[config.mk]
export PLATFORM = sky130hd
export DESIGN_NAME = mic_volume_meter
export DESIGN_NICKNAME = d
export VERILOG_FILES = /design/src/rtl/mic_volume_meter.sv
export SDC_FILE = /design/constraint.sdc
export NUM_CORES = 1
export LEC_CHECK = 0
export ABC_CLOCK_PERIOD_IN_PS = 8660
export CORE_MARGIN = 2
export CORE_UTILIZATION = 57
export CTS_BUF_LIST = sky130_fd_sc_hd__clkbuf_2 sky130_fd_sc_hd__clkbuf_4 sky130_fd_sc_hd__clkbuf_8
export CTS_CLUSTER_DIAMETER = 100
export DETAILED_ROUTE_END_ITERATION = 6
export DONT_BUFFER_PORTS = 1
export PLACE_DENSITY = 0.72
export REMOVE_ABC_BUFFERS = 1
export SYNTH_ARGS = -nofsm -noshare
export SYNTH_HDL_FRONTEND = slang
export SYNTH_SLANG_ARGS = --single-unit
[constraint.sdc]
create_clock -name clk -period 8.66 [get_ports clk]
set_clock_uncertainty 0.2 [all_clocks]
set_input_delay 1.732 -clock clk [delete_from_list [all_inputs] [get_ports clk]]
set_output_delay 1.732 -clock clk [all_outputs]
set_load 0.02 [all_outputs]
[src/rtl/mic_volume_meter.sv]
// Microphone volume meter: windowed peak detect above the silence baseline,
// quantised to a 0..MAX_LEVEL bar level with one-step-per-window decay.
module mic_volume_meter #(
    parameter int BASELINE       = 2048,
    parameter int WINDOW_SAMPLES = 2000,
    parameter int SHIFT          = 6,
    parameter int MAX_LEVEL      = 16
) (
    input  logic        clk,
    input  logic        reset,
    input  logic        sample_valid,
    input  logic [11:0] mic_in,
    output logic [4:0]  volume,
    output logic        volume_valid,
    output logic        clip
);

    localparam logic [15:0] LAST_IDX = 16'(WINDOW_SAMPLES - 1);
    localparam logic [4:0]  MAX_L    = 5'(MAX_LEVEL);

    logic [15:0]        cnt_p0;
    logic [10:0]        peak_p0;
    logic               clip_acc_p0;

    logic signed [12:0] diff;
    logic [10:0]        amp;
    logic [10:0]        peak_next;
    logic               clip_acc_next;

    // Peak is shifted down to bar resolution, then saturated at MAX_LEVEL.
    function automatic logic [4:0] sat_level(input logic [10:0] pk);
        logic [10:0] sh;
        sh = pk >> SHIFT;
        if (sh > 11'(MAX_L))
            return MAX_L;
        return sh[4:0];
    endfunction

    function automatic logic [4:0] decay(input logic [4:0] lvl, input logic [4:0] vol);
        if (lvl >= vol)
            return lvl;
        return (vol != 5'd0) ? vol - 5'd1 : 5'd0;
    endfunction

    always_comb begin
        diff          = $signed({1'b0, mic_in}) - $signed(13'(BASELINE));
        amp           = (diff > 13'sd0) ? diff[10:0] : 11'd0;
        peak_next     = (amp > peak_p0) ? amp : peak_p0;
        clip_acc_next = clip_acc_p0 | (mic_in == 12'd0) | (mic_in == 12'hFFF);
    end

    // Accumulate stage -> window-close output register
    always_ff @(posedge clk) begin
        if (reset) begin
            cnt_p0       <= '0;
            peak_p0      <= '0;
            clip_acc_p0  <= 1'b0;
            volume       <= '0;
            volume_valid <= 1'b0;
            clip         <= 1'b0;
        end else begin
            volume_valid <= 1'b0;
            if (sample_valid) begin
                if (cnt_p0 == LAST_IDX) begin
                    volume       <= decay(sat_level(peak_next), volume);
                    clip         <= clip_acc_next;
                    volume_valid <= 1'b1;
                    cnt_p0       <= '0;
                    peak_p0      <= '0;
                    clip_acc_p0  <= 1'b0;
                end else begin
                    cnt_p0      <= cnt_p0 + 16'd1;
                    peak_p0     <= peak_next;
                    clip_acc_p0 <= clip_acc_next;
                end
            end
        end
    end

endmodule

==> results.toml <==
[synthesis]
yosys_register_bits = 35
synth_most_common_cell = "dfxtp_1"
yosys_most_used_dff = "dfxtp_1"
synth.top_cell.area_share = 0.323
syn-cell-area_um2 = 2170
yosys.area.top_type = "dfxtp_1"
netlist_instances = 253
seq_area_frac_synth = 0.323
synth_cell_type_count = 50
yosys_warnings = 0
async_flop_share = 0
synth_area_leaders = "dfxtp_1 32%, ha_1 10%, nor2_1 4.7%"
synth-edff-count = 0
syn_avg_cell_area_um2 = 8.57
yosys-top-cells-count = "35 x dfxtp_1, 27 x nor2_1, 18 x ha_1, 18 x nand2_1, 17 x inv_1"

[place]
dpl.hpwl_um = 3330
gp_congestion = 0.865
post_dp_cell_area_um2 = 2200
portBuffers = 0

[finish]
final-seq-area_um2 = 701
diodes = 0
area_delta_synth_final_pct = 6.24
fin_util = 0.629
num-nets-final = 287
drive_gt1_frac = 0.0784
multiInputGateArea_um2 = 1380
final_area_um2 = 2300
n_fill_cell = 333

[setup_path]
rr_worst_depth = 14
crit_chain = "and2_1 -> ha_1 -> a211oi_1 -> nor2_1 -> a2111oi_4 -> mux2_4 -> or2_2 -> ha_1 -> nor2b_1 -> o21ai_0 -> a31oi_1 -> o21ai_0 -> a311o_1 -> o41ai_1"
cp.depth = 14
path_buf_inv = 0
slowest_stage = "a31oi_1"
critical_path.startpoint_type = "primary input"
worstPathMaxFanout = 10
r2r_start = "peak_p0[4]$_SDFFE_PP0P_"
cp-end-kind = "flop"
critPathLaunch = "mic_in[8]"
cp.arrival_ns = 5.47
worstPathRequired_ns = 8.65
critical_path.top_delay_family = "compound AO/OA/AOI/OAI gates"
max_stage_delay_ns = 0.56
critPathKind = "primary input to flop"

[floorplan]
fp.dieH_um = 65.7
ios = 22
design.core.area_um2 = 3660
dieWidth_um = 65.7
dieArea_um2 = 4310
num_rows = 22
initial_core_util = 0.592

[sta]
period_minus_slack_ns = 5.48
final.period_utilization = 0.633
slew_violations = 0
slew_headroom = 0.468
final_hold_viol_count = 0
timing.hold.ws_ns = 0.289
max_freq_mhz = 182
worstMarginPinSlew_ns = 0.792
setup-tns-final_ns = 0
setup_violations = 0
rsz0062_at_grt = "false"

[status]
status = "finished, final reports clean"

[clocking]
ctsResizeCount = 0
cts_sinks = 35
post-cts-setup-buffers = 0
clk_latency_ns = 0.30
clockBufferDepth = 2
cts_root_buffer = "clkbuf_8"
cts_tree = "done"
htreeDepth = 2
cts_hold_buf = 0
cts_buffers = 5
clkTransAtPathRegs_ns = 0.09

[routing]
ant_nets = 0
wl_per_cell_um = 14.8
via_count = 1808
dr.first_iter.drc_count = 108
wirelength_um = 4500
drcViolationCount = 0
drtPass1Iterations = 4
viasPerCell = 5.97

[hold_path]
worstHoldStart = "peak_p0[1]$_SDFFE_PP0P_"
min_path_type = "flop to flop"
hold_depth = 1

[pwr]
power_density_nw_per_um2 = 156
ir_drop_v = 0.000122
total_power_uw = 359
leakagePower_uw = 0.000862

[grt]
grt_max_degree = 24
overflow = 0
grt_usage = 0.232
grt_pass1_vias = 1754
grt_first_pass_wirelength_um = 7730
antenna_found_initial = 0

[job]
cap_violations = 0
## power breakdown
part | internal (uW) | switching (uW) | total (uW)
registers | 165 | 2.65 | 167
logic | 26.7 | 35.6 | 62.4
clock network | 64.9 | 64.0 | 129
total | 256 | 102 | 359
## registers in the layout, indices dropped and copies added (netlist names)
name,flops
volume_valid,1
volume,5
clip,1
clip_acc_p0,1
cnt_p0,16
peak_p0,11
## cell usage in the layout, fill, tap and decap left out, drive strengths merged, types with 2 or more instances in the layout
master and instances:
xor2 9, nand2b 3, and4 2, o211ai 2, o32ai 2, nor3 8, inv 17, nor2 28
o21ai 5, ha 18, a2111oi 2, nand4 9, nand3 8, mux2i 6, and3 4, or3 4
a21oi 10, dfxtp 35, nor4 3, nor4b 3, and2 12, nand2 18, a22o 6, or4 3
a21o 2, o22ai 3, clkbuf 6, xnor2 5, a211oi 2, a22oi 3, a31oi 3
## stage by stage
| step | worst slack [ns] | cells |
|---|---|---|
| final | 3.18 | 303 |
| after global routing | 2.92 | 303 |
| after CTS | 3.24 | 303 |
| after detailed placement | 2.95 | 295 |
| after global placement | 3.01 | 295 |
| after floorplan | 3.34 | 247 |
## layer usage
metal / routed length (um) / track usage / vias to the layer above
li1: - / - / 922
met5: 0 / 0 / -
met3: 261 / 0.0599 / 8
met4: 81 / 0.0964 / 0
met1: 2170 / 0.297 / 830
met2: 1980 / 0.367 / 48
## final cells by class
type	instances	area share
multi-input cells	195	0.599
flip-flops and latches	35	0.304
clock buffers	6	0.0359
inverters	17	0.0277
well taps	48	0.0261
clock inverters	2	0.00707
## path summary, 6_finish.rpt
path / end / slack [ns]
max: volume[4]$_SDFFE_PP0P_ / 3.18
min: peak_p0[1]$_SDFFE_PP0P_ / 0.29
max reg2reg: volume[4]$_SDFFE_PP0P_ / 4.35
min reg2reg: peak_p0[1]$_SDFFE_PP0P_ / 0.29
## kinds of logic (layout without fill, tap and decap cells)
group / after synthesis / after routing / share of synthesized area
compound gates: 44 / 44 / 0.158
flops: 35 / 35 / 0.323
mux: 7 / 7 / 0.0346
buf+inv: 23 / 25 / 0.0404
simple gates: 112 / 112 / 0.283
fa+ha+maj: 18 / 18 / 0.104
xor+xnor: 14 / 14 / 0.0566
Power figures use the tool's default switching activity.
